==> config.mk <==
export PLATFORM = sky130hd
export DESIGN_NAME = mux_scan_sequencer_flat
export DESIGN_NICKNAME = d
export VERILOG_FILES = /design/src/rtl/mux_scan_if.sv /design/src/rtl/mux_scan_sequencer.sv /design/src/flat_wrapper.sv
export SDC_FILE = /design/constraint.sdc
export NUM_CORES = 1
export LEC_CHECK = 0
export ABC_CLOCK_PERIOD_IN_PS = 2100
export CORE_MARGIN = 2
export CORE_UTILIZATION = 45
export DETAILED_ROUTE_END_ITERATION = 6
export HOLD_SLACK_MARGIN = 0.05
export PLACE_DENSITY = 0.67
export SLEW_MARGIN = 5
export SYNTH_ARGS = -nofsm -noshare
export SYNTH_HDL_FRONTEND = slang
export SYNTH_SLANG_ARGS = --single-unit
==> constraint.sdc <==
create_clock -name clk -period 2.1 [get_ports clk]
set_input_delay 0.63 -clock clk [delete_from_list [all_inputs] [get_ports clk]]
set_output_delay 0.63 -clock clk [all_outputs]
set_load 0.03 [all_outputs]
==> src/rtl/mux_scan_if.sv <==
// Bus between the scan sequencer, the 4:1 mux it drives, and the frame consumer.
// master: the sequencer side. slave: the mux/consumer side.
interface mux_scan_if;
  logic       start;
  logic       mux_out;
  logic       address0;
  logic       address1;
  logic [3:0] frame;
  logic       frame_valid;
  logic       frame_ready;
  logic       busy;

  modport master (
    input  start, mux_out, frame_ready,
    output address0, address1, frame, frame_valid, busy
  );

  modport slave (
    output start, mux_out, frame_ready,
    input  address0, address1, frame, frame_valid, busy
  );
endinterface

==> src/rtl/mux_scan_sequencer.sv <==
// Steps a 4:1 mux through channels 0..3 and waits SETTLE cycles on each one.
// It samples the mux output at the end of each wait and hands the assembled
// 4-bit frame downstream over a valid/ready handshake.
module mux_scan_sequencer #(
  parameter int SETTLE = 2
) (
  input logic        clk,
  input logic        reset,
  mux_scan_if.master bus
);

  typedef enum logic [1:0] {
    S_IDLE,
    S_SETTLE,
    S_HOLD
  } state_t;

  localparam logic [3:0] CNT_LAST = 4'(SETTLE - 1);

  state_t     state_q, state_d;
  logic [1:0] ch_q, ch_d;
  logic [3:0] cnt_q, cnt_d;
  logic [3:0] shadow_q, shadow_d;
  logic [3:0] frame_q, frame_d;
  logic       frame_valid_q, frame_valid_d;

  // The channel register drives the mux select lines directly, so the address is registered.
  assign bus.address0    = ch_q[0];
  assign bus.address1    = ch_q[1];
  assign bus.frame       = frame_q;
  assign bus.frame_valid = frame_valid_q;
  assign bus.busy        = (state_q != S_IDLE);

  // State register. Reset discards any partial scan and any unconsumed frame.
  always_ff @(posedge clk) begin
    if (reset) begin
      state_q       <= S_IDLE;
      ch_q          <= 2'd0;
      cnt_q         <= 4'd0;
      shadow_q      <= 4'd0;
      frame_q       <= 4'd0;
      frame_valid_q <= 1'b0;
    end else begin
      state_q       <= state_d;
      ch_q          <= ch_d;
      cnt_q         <= cnt_d;
      shadow_q      <= shadow_d;
      frame_q       <= frame_d;
      frame_valid_q <= frame_valid_d;
    end
  end

  // Next-state logic: settle countdown, per-channel sampling, frame hand-off.
  always_comb begin
    state_d       = state_q;
    ch_d          = ch_q;
    cnt_d         = cnt_q;
    shadow_d      = shadow_q;
    frame_d       = frame_q;
    frame_valid_d = frame_valid_q;

    unique case (state_q)
      S_IDLE: begin
        ch_d = 2'd0;
        if (bus.start) begin
          state_d = S_SETTLE;
          cnt_d   = 4'd0;
        end
      end

      S_SETTLE: begin
        if (cnt_q != CNT_LAST) begin
          cnt_d = cnt_q + 4'd1;
        end else begin
          shadow_d[ch_q] = bus.mux_out;
          if (ch_q != 2'd3) begin
            ch_d  = ch_q + 2'd1;
            cnt_d = 4'd0;
          end else begin
            // The last channel goes straight into the frame, because shadow[3]
            // only updates on this same edge. A partial scan never reaches frame.
            frame_d       = {bus.mux_out, shadow_q[2:0]};
            frame_valid_d = 1'b1;
            state_d       = S_HOLD;
          end
        end
      end

      S_HOLD: begin
        if (frame_valid_q && bus.frame_ready) begin
          frame_valid_d = 1'b0;
          ch_d          = 2'd0;
          if (bus.start) begin
            state_d = S_SETTLE;
            cnt_d   = 4'd0;
          end else begin
            state_d = S_IDLE;
          end
        end
      end

      default: begin
        state_d = S_IDLE;
      end
    endcase
  end

endmodule

==> src/flat_wrapper.sv <==
// flat-port wrapper written by rule: the top's interface ports become plain ports
module mux_scan_sequencer_flat 
#(
  parameter int SETTLE = 2
)
  (clk, reset, bus_start, bus_mux_out, bus_frame_ready, bus_address0, bus_address1, bus_frame, bus_frame_valid, bus_busy);
  mux_scan_if bus_i ();
  input logic clk;
  input logic reset;
  input wire logic [$bits(bus_i.start)-1:0] bus_start;
  input wire logic [$bits(bus_i.mux_out)-1:0] bus_mux_out;
  input wire logic [$bits(bus_i.frame_ready)-1:0] bus_frame_ready;
  output wire logic [$bits(bus_i.address0)-1:0] bus_address0;
  output wire logic [$bits(bus_i.address1)-1:0] bus_address1;
  output wire logic [$bits(bus_i.frame)-1:0] bus_frame;
  output wire logic [$bits(bus_i.frame_valid)-1:0] bus_frame_valid;
  output wire logic [$bits(bus_i.busy)-1:0] bus_busy;
  assign bus_i.start = bus_start;
  assign bus_i.mux_out = bus_mux_out;
  assign bus_i.frame_ready = bus_frame_ready;
  assign bus_address0 = bus_i.address0;
  assign bus_address1 = bus_i.address1;
  assign bus_frame = bus_i.frame;
  assign bus_frame_valid = bus_i.frame_valid;
  assign bus_busy = bus_i.busy;
  mux_scan_sequencer #(.SETTLE(SETTLE)) u_core (.clk(clk), .reset(reset), .bus(bus_i));
endmodule
-- Word level (Yosys, flattened, before mapping)
Cells that the tools add are included.
- register bits: 17
- bits of input ports: 5
- word-level logic and storage cells: 56
- order comparisons: 2
- bitwise logic cells: 2
- eq/ne operators: 10
- add/sub/neg operators: 2
- reduce and logical (&&, ||, !) cells: 12
- muxes and demuxes: 22
- operator list (kind ; number):
    two-way mux 4 bit ; 4
    two-way mux 2 bit ; 7
    case mux 2 bit (3 select lines) ; 2
    case mux 4 bit (3 select lines) ; 1
    AND reduction 4 bit ; 3
    != test 2 bit, second input constant ; 4
    AND reduction 3 bit ; 2
    two-way mux 1 bit ; 5
    adder 4 x 1 -> 4 bit, second input constant ; 1
    bitwise mux 4 bit ; 1
    != test 2 x 1 -> 1 bit, second input constant ; 2
    != test 4 x 1 -> 1 bit, second input constant ; 1
    nonzero test 2 bit ; 2
    < comparator 2 x 3 -> 1 bit, second input constant ; 1
    != test 3 x 1 -> 1 bit, second input constant ; 1
    nonzero test 3 bit ; 1
    adder 2 x 1 -> 2 bit, second input constant ; 1
    demux 1 bit (select 2 bit) ; 1
    equality test 2 x 1 -> 1 bit, second input constant ; 1
    equality test 2 bit, second input constant ; 1
    greater-or-equal comparator 2 x 1 -> 1 bit, second input constant ; 1
    logical AND 1 bit ; 2
    zero test 2 bit ; 1
    NOT 1 bit ; 2
    2 further kinds ; 2

-- Depth between registers and ports, before layout
- depth after elaboration: 5
- mapped depth: 6
- gate-level depth less buffers: 5

-- Worst setup path before layout
No wires, ideal clock.
- path type: flip-flop to flip-flop
- from: reg u_core.ch_q[0]
- to: reg u_core.cnt_q[0]
- setup slack: 0.552 ns
- stages on the path, launching flop included: 5
- setup time: 0.059 ns
- arrival: 1.489 ns
- buffers on the path: 0
- path through: dfxtp_1 -> ha_1 -> nand4bb_1 -> a221oi_2 -> mux2_2
- cells in the longest elaborated chain, start to end: 3
- ends and longest elaborated chain (element ; RTL line ; text):
    start, declared ; mux_scan_sequencer.sv:21 ; logic [1:0] ch_q, ch_d;
    start signal, assigned ; mux_scan_sequencer.sv:45 ; ch_q <= ch_d;
    != test 2 bit ; mux_scan_sequencer.sv:76 ; if (ch_q != 2'd3) begin
    != test 3 x 1 -> 1 bit (no line) ; n/a ;
    AND reduction 3 bit (no line) ; n/a ;
    end signal, assigned ; mux_scan_sequencer.sv:46 ; cnt_q <= cnt_d;
    end, declared ; mux_scan_sequencer.sv:22 ; logic [3:0] cnt_q, cnt_d;
Every way passes these cells.
A chain may end at the register's enable or synchronous reset.

-- Worst setup path after layout
- from: reg u_core.ch_q[1]
- to: out bus_address1
- RTL lines (element ; RTL line ; text):
    end, declared ; flat_wrapper.sv:14 ; output wire logic [$bits(bus_i.address1)-1:0] bus_address1;
No word-level cell between the ends.

==> impl_metrics.toml <==
[status]
status = "finished clean"

[logic_synthesis]
synth.top_cell.area_share = 0.391
synthDistinctLibCells = 31
syn_inst = 85
ys_ff_latch = 16
netlist_area_um2 = 818
syn-num-nets = 96
ys_warn_count = 0
synth.avg_cell_area_um2 = 9.63
ys_seq_area_frac = 0.391
synth_top_area_cell = "dfxtp_1"
netlist_top_cells_area = "dfxtp_1, ha_1, mux2i_1"

[global_route]
grt_pass1_vias = 605
antenna_found_initial = 0
grtUsageTotal = 0.162
grt_max_degree = 13
grt_overflow_total = 0
grt_pass1_wl_um = 2510

[timing]
fin_worst_skew_ns = 0.00413
max_freq_mhz = 502
report.final.slew_viol_count = 0
rsz0062_at_grt = "false"
layout_setup_ws_ns = 0.107
tightest_slew_ns = 0.477
slew_headroom = 0.674
setup_tns_ns = 0
period_share = 0.949
period_minus_slack_ns = 1.99
finalSetupViolCount = 0
hold_violations = 0

[critical_path]
reg2reg_slack_ns = 0.45
cp_top_family = "buffers and inverters"
start_kind = "flop"
path_class = "flop to primary output"
arrival_ns = 1.36
max_stage_delay_ns = 0.69
cp_num_buf_inv = 1
required_ns = 1.47
startpoint = "u_core.ch_q[1]"
worst_r2r_endpoint = "u_core.bus.frame[1]"
cp_max_fo = 4
end_kind = "primary output"
worst_path_max_delay_cell = "clkdlybuf4s50_1"
worstPathCellList = "clkdlybuf4s50_1"
r2r_start = "u_core.cnt_q[0]"
ff2ff_path_depth = 5

[clocking]
clk_path_buf_depth = 2
cts_tree = "yes"
clk_latency_ns = 0.29
cts_buffers = 3
clkTransAtPathRegs_ns = 0.10
clock-sinks = 16
hold_buffers = 0
cts_max_level = 1
cts_root_buf = "clkbuf_4"

[power_and_ir_drop]
power_mw = 0.589
power_density_nw_per_um2 = 572
leakage_nw = 0.427
max-vdd-ir-drop_uv = 465

[route]
routedWlPerCell_um = 11.6
totalWireLength_um = 1480
drt-initial-drc-count = 11
via_per_inst = 5.02
firstDrtPassIters = 4
drc = 0
ant_nets = 0
num_vias = 643

[placement]
placed_area_um2 = 993
hpwl_um = 1110
dp_slack_ns = 0.178
port_buffers = 12
routabilityCongestion = 0.871

[cells_and_area]
final_cell_mix = "dfxtp_1, nand2b_1, clkdlybuf4s50_1"
n_antenna_cell = 0
final_layout_size_suffix_gt1_frac = 0.126
fin_area_um2 = 1030
area_growth_pct = 25.7
post-route-util = 0.596
fin_nets = 115
final_common_cell = "dfxtp_1"

[die]
fp.coreArea_um2 = 1730
start_util = 0.474
num_rows = 15
die_y_um = 46.6
dieArea_um2 = 2180
die_width_um = 46.6
num_io_pins = 13

[worst_hold_path]
hold-path-endpoint = "u_core.bus.frame[0]"
whs_path_depth = 2
worstHoldStart = "u_core.bus.frame[0]"
hold_class = "flop to flop"

[job]
drv_cap = 0
[registers in the layout, indices dropped and copies added, names as in the netlist]
name and flops:
u_core.bus.frame 4, u_core.cnt_q 4, u_core.shadow_q 3, u_core.ch_q 2, u_core.state_q 2, u_core.bus.frame_valid 1
[cell type report]
type | count | area, um2
fill | 163 | 698
multi-input combinational | 60 | 462
tap | 25 | 31.3
inverter | 6 | 22.5
clock buffer | 4 | 36.3
sequential | 16 | 320
timing repair buffer | 17 | 156
[worst max path at each step]
stage | to | cells after the start
floorplan | u_core.cnt_q[0] | 4
global route | bus_address1 | 1
finish | bus_address1 | 1
global placement | u_core.cnt_q[0] | 4
CTS | bus_address1 | 1
detailed placement | u_core.cnt_q[0] | 4
[synthesized netlist by cell type, drive strengths merged]
master	number
a31oi	1
and3	1
a21bo	1
buf	2
nand4	2
ha	6
a221oi	1
a22o	1
nor3b	1
a21oi	2
nand2	2
mux2	1
nor3	1
nand4b	1
dfxtp	16
mux2i	7
nand3b	1
nor2b	2
clkbuf	1
nand3	5
nor4	1
inv	6
o21ai	2
a21o	1
a221o	2
a2111oi	1
nand4bb	1
a22oi	1
nand2b	11
or2	1
nor2	3
[logic make-up (layout without fill, tap and decap cells)]
| family | count (synthesis) | count (layout) | share of synthesized area |
|---|---|---|---|
| AO/OA/AOI/OAI | 13 | 13 | 0.127 |
| adder cells (fa/ha/maj) | 6 | 6 | 0.0917 |
| buffers and inverters | 9 | 27 | 0.0443 |
| flip-flops | 16 | 16 | 0.391 |
| multiplexers | 8 | 8 | 0.0994 |
| AND/OR/NAND/NOR | 33 | 33 | 0.246 |
[metal layers]
layer | global-route usage | wire length (um) | vias up | share of wire
met5 | 0 | 0 | - | 0
met4 | 0.0667 | 10 | 0 | 0.0067
met3 | 0.0353 | 65 | 2 | 0.044
met2 | 0.250 | 620 | 16 | 0.42
met1 | 0.217 | 786 | 283 | 0.53
li1 | - | - | 342 | -
[stage by stage]
stage	instances	hold WS (ns)
floorplan	85	0.458
global placement	124	0.456
detailed placement	124	0.471
CTS	128	0.487
global route	128	0.506
finish	128	0.481
[worst reg2reg max path: cells and delay by family (launching register included)]
family | cells | cell delay [ns]
muxes | 1 | 0.19
DFF | 1 | 0.42
adders and majority gates | 1 | 0.20
and+or+nand+nor | 2 | 0.55
buffers and inverters | 1 | 0.21
[power by group]
group	total [mW]	leakage, nW	internal, mW	switching [mW]
Sequential	0.313	0.129	0.308	0.00483
Clock	0.206	0.0210	0.106	0.100
Combinational	0.0697	0.277	0.0338	0.0358
Total	0.589	0.427	0.448	0.141
[repair_timing]
action | 4_1_cts | 5_1_grt
endpoints found under the setup margin | 1 | 0
setup buffers | 0 | 0
resized for setup | 1 | 0
No activity file was read; power rests on OpenSTA's default activity.
==> variant 1 (same flow settings) <==
The 3 states of `state_t` get a one-hot encoding in 3 bits.
--- a/src/rtl/mux_scan_sequencer.sv
+++ b/src/rtl/mux_scan_sequencer.sv
@@ -9,10 +9,10 @@
   mux_scan_if.master bus
 );
 
-  typedef enum logic [1:0] {
-    S_IDLE,
-    S_SETTLE,
-    S_HOLD
+  typedef enum logic [2:0] {
+    S_IDLE   = 3'b001,
+    S_SETTLE = 3'b010,
+    S_HOLD   = 3'b100
   } state_t;
 
   localparam logic [3:0] CNT_LAST = 4'(SETTLE - 1);
Behaviour: no difference found for any inputs over 10 cycles, from zero or initial values and one cycle with reset high; not proved beyond that.
==> variant 1 against the original RTL <==
Clock power shrank 17%. Register-to-register slack worse by 0.04 ns. Via count up 38%. Routed wire length is 44% higher. Non-clock buffer count up 5. Worst setup slack got worse by 0.018 ns. Sequential cell count increased by 1. Global-route usage up 1.8 points. Total power down 1.0%. First-iteration DRC count increased by 73%. Design area grew 16%. Sequential share of layout area decreased by 2.6 points. Area after synthesis grew 20%. Critical path type unchanged. Critical endpoint is now bus_address0. Largest cell class unchanged.
==> variant 1: results (changes against the original RTL) <==
clk sink count=17 (+1); clock-net power=171 µW (-17%); layout cells sized above 1=13.5% (+0.87 points); dpl hpwl=1550 µm (+40%); M1 GR Usage=24.7% (+3.0 points); fill count=189 (+16%); Net Switching=143 µW (+1.5%); register area share after synthesis=34.7% (-4.4 points); Synth top cells by count=dfxtp_1, a21oi_1, nand3_1; Net Count, Synth=120 (+25%); fin nets=138 (+20%); sequential cell area share=28.5% (-2.6 points); vias in the first global route=831 (+37%); Critical-path top delay cell=clkdlybuf4s50_1; Clock-cell share=2.20% (-1.3 points); synthesized area per cell=9.00 µm² (-6.5%); CP startpoint=u_core.ch_q[0]$_SDFFE_PP0P_; signal buffers share of area=16.2% (+0.95 points); met2 usage=28.7% (+3.7 points); DR WL met2=1040 µm (+67%); status=finished, final reports clean; met3 wire length=75 µm (+15%); htree depth=1 (unchanged); Arr. time, crit path=1.38 ns (+0.02 ns); Inserted Clock Buffers=3 (unchanged); multi-input logic area=577 µm² (+25%); count of plain and timing-repair buffers=22 (+5); pin count of the biggest net entering global routing=15 (+2); Worst R2R End=u_core.cnt_q[3]$_SDFFE_PP0P_; Multi-In Gates=77 (+28%); met1 WL=1020 µm (+30%); Worst R2R Path Depth=4 (-1); Resize count post-CTS=2 (+1); top cells by area, synth=dfxtp_1, ha_1, a21oi_1, nand3_1, nand2b_1; Vias per Instance=5.80 (+16%); worst-path fanout max=5 (+1); DRT iter0 DRCs=19 (+8); internal reg-to-reg setup slack=0.41 ns (-0.04 ns); routed length per instance=13.9 µm (+20%); global-route wire length before repair=3570 µm (+42%); fin crit period=2.01 ns (+0.0180 ns); Seq pwr share=56.3% (+3.1 points); Synth cell types=33 (+6.5%); global-route usage over all layers=17.9% (+1.8 points); Worst setup endpoint=bus_address0; met3 Usage GRT=4.46% (+0.93 points); Max VDD drop=0.336 mV (-28%); delay-heaviest family, CP=buffers and inverters; final clock skew=0.00157 ns (-0.00257 ns); Largest stage delay, worst path=0.70 ns; RD Place Congestion=0.735 (-16%); post-place setup slack=0.0340 ns (-0.144 ns); Leak Pwr=0.000434 µW (+1.7%); slew of the pin with the lowest slew margin=0.663 ns (+0.185 ns); Max Used Layer=met3; Crit Reg-Reg Startpoint=u_core.state_q[1]$_SDFFE_PP0P_; Placed Area=1170 µm² (+18%); Internal=440 µW (-1.8%)
## variant 1: cell count changes after synthesis, sizes merged, moves of 4 or more
cell / delta
mux2i: -4
o311ai: +4
nand3: +5
nand2b: -6
o31ai: +4
a21oi: +8
buf: +4
or3b: +4
## variant 1: kinds of logic (layout without fill, tap and decap cells)
kind of cell	after synthesis	after routing	synth area share (%)
and+or+nand+nor	40	40	28.1
AOI/OAI and AO/OA	28	28	20.0
DFF	17	17	34.7
buffers and inverters	15	32	6.50
adders and majority gates	6	6	7.65
muxes	3	3	3.06
## variant 1: stage by stage
| step | utilization (%) | instances |
|---|---|---|
| final | 59.6 | 153 |
| after CTS | 59.7 | 153 |
| after global placement | 58.4 | 149 |
| after detailed placement | 58.4 | 149 |
| after global routing | 59.6 | 153 |
| after floorplan | - | 109 |
## variant 1: worst min-delay path by stage
| stage | depth (start not counted) | endpoint | slack [ns] | start |
|---|---|---|---|---|
| finish | 2 | u_core.bus.frame[3]$_SDFFE_PP0P_ | 0.47 | u_core.bus.frame[3]$_SDFFE_PP0P_ |
| global route | 2 | u_core.bus.frame[0]$_SDFFE_PP0P_ | 0.50 | u_core.bus.frame[0]$_SDFFE_PP0P_ |
| CTS | 2 | u_core.bus.frame[2]$_SDFFE_PP0P_ | 0.48 | u_core.bus.frame[2]$_SDFFE_PP0P_ |
| detailed placement | 2 | u_core.bus.frame[0]$_SDFFE_PP0P_ | 0.46 | u_core.bus.frame[0]$_SDFFE_PP0P_ |
| global placement | 2 | u_core.bus.frame[3]$_SDFFE_PP0P_ | 0.45 | u_core.bus.frame[3]$_SDFFE_PP0P_ |
| floorplan | 2 | u_core.bus.frame[0]$_SDFFE_PP0P_ | 0.45 | u_core.shadow_q[0]$_SDFFE_PP0P_ |
==> variant 2 (same settings) <==
Made on the original files. Make the reset (`reset`) asynchronous in one clocked block.
--- a/src/rtl/mux_scan_sequencer.sv
+++ b/src/rtl/mux_scan_sequencer.sv
@@ -32,7 +32,7 @@
   assign bus.busy        = (state_q != S_IDLE);
 
   // State register. Reset discards any partial scan and any unconsumed frame.
-  always_ff @(posedge clk) begin
+  always_ff @(posedge clk or posedge reset) begin
     if (reset) begin
       state_q       <= S_IDLE;
       ch_q          <= 2'd0;
Check against the original RTL: differs if reset is asserted again (counterexample within 4 cycles, from zero or initial values and one cycle with reset high); with reset held inactive, the same outputs for 10 cycles.
==> variant 2 against the original RTL <==
Routed wire length down 2.6%. Worst setup slack worse by 0.014 ns. First-iteration DRC count down 27%. Die area up 5.2%. Design area up 2.8%. Via count down 3.7%. Area after synthesis up 5.7%. Sequential cell count unchanged. Core utilization up 0.36 points. Count of clock-buffer cells in the layout down 1. Highest routed layer unchanged.
Power is not compared: it rests on default switching activity, and its combinational part moved more than twofold at a synthesized area within 25%.
==> variant 2: results (changes against the original RTL) <==
status=finished, final reports clean; dpl hpwl=1060 µm (-4.6%); via count=619 (-3.7%); global-route usage over all layers=15.0% (-1.2 points); Placed Area=1040 µm² (+4.3%); Crit Reg-Reg Startpoint=u_core.cnt_q[1]$_DFFE_PP0P_; fill count=159 (-2.5%); vias in the first global route=502 (-17%); area share of the largest cell type after synthesis=46.3% (+7.2 points); routed length per instance=12.3 µm (+6.6%); layout cells sized above 1=14.1% (+1.5 points); Net Count, Synth=86 (-10%); CP startpoint=u_core.ch_q[1]$_DFFE_PP0P_; register area share after synthesis=46.3% (+7.2 points); worst hold path startpoint=u_core.bus.frame[1]$_DFFE_PP0P_; Post-Synthesis Cells=75 (-12%); clock-pin slew on the worst setup and hold paths=0.08 ns (-0.02 ns); Adder-Cell Fraction of Synth Area=8.68% (-0.49 points); fin nets=105 (-8.7%); pin count of the biggest net entering global routing=17 (+4); Synth async-reset ratio=100% (+100 points); max-cap viol count=0 (unchanged); slew of the pin with the lowest slew margin=0.427 ns (-0.0499 ns); global-route wire length before repair=2260 µm (-9.9%); post-synthesis compound-gate area fraction=7.24% (-5.5 points); Synth cell types=32 (+3.2%); top cells by area, synth=dfrtp_1, ha_1, mux2_1, mux2_4, inv_1; final clock skew=0.00850 ns (+0.00437 ns); RD Place Congestion=0.735 (-16%); DRT iter0 DRCs=8 (-3); Synth top cells by count=dfrtp_1, ha_1, inv_1, mux2_1, nand2_1; Vias per Instance=5.29 (+5.3%)
variant 2: changes by cell type after synthesis, sizes merged, moves of 2 or more:
cell / delta
nand3b: +2
nand2: +3
nor2: -2
nand2b: -11
dfxtp: -16
mux2i: -6
mux2: +6
a221o: -2
dfrtp: +16
variant 2: layer usage:
layer / vias to the layer above / track usage [%] / wire [µm]
met1: 297 / 21.2 / 692
li1: 303 / - / -
met5: - / 0 / 0
met4: 0 / 9.73 / 42
met2: 14 / 20.0 / 638
met3: 5 / 3.77 / 71
variant 2: worst paths after layout:
path	slack (ns)	to	cells after the start
max in group asynchronous	1.27	u_core.ch_q[0]$_DFFE_PP0P_	3
max reg2reg	0.32	u_core.bus.frame[1]$_DFFE_PP0P_	5
max	0.09	bus_address1	1
min in group asynchronous	0.64	u_core.bus.frame[0]$_DFFE_PP0P_	3
min reg2reg	0.49	u_core.bus.frame[1]$_DFFE_PP0P_	1
min	0.49	u_core.bus.frame[1]$_DFFE_PP0P_	1
variant 2: area by class of cell:
cell class,instances,area [µm²],area share [%]
Clock buffer,3,22.5,2.13
Inverter,6,22.5,2.13
Multi-Input combinational cell,51,432,40.8
Sequential cell,16,400,37.9
Tap cell,25,31.3,2.96
Timing Repair Buffer,16,149,14.1
variant 2: through the flow:
step                      power (µW)  worst slack (ns)
final                           1540            0.0934
after floorplan                 1120             0.490
after CTS                       1560            0.0751
after detailed placement        1400             0.207
after global placement          1380             0.240
after global routing            1660            0.0244
variant 2: logic make-up after synthesis:
kind of cell | count (synthesis)
multiplexers | 8
AO/OA/AOI/OAI | 10
adder cells (fa/ha/maj) | 6
XOR/XNOR | 1
buffers and inverters | 8
AND/OR/NAND/NOR | 26
flip-flops | 16
variant 2: power by group:
group	internal, µW	switching [µW]
logic	384	441
clock network	66.7	93.7
registers	449	104
total	900	638
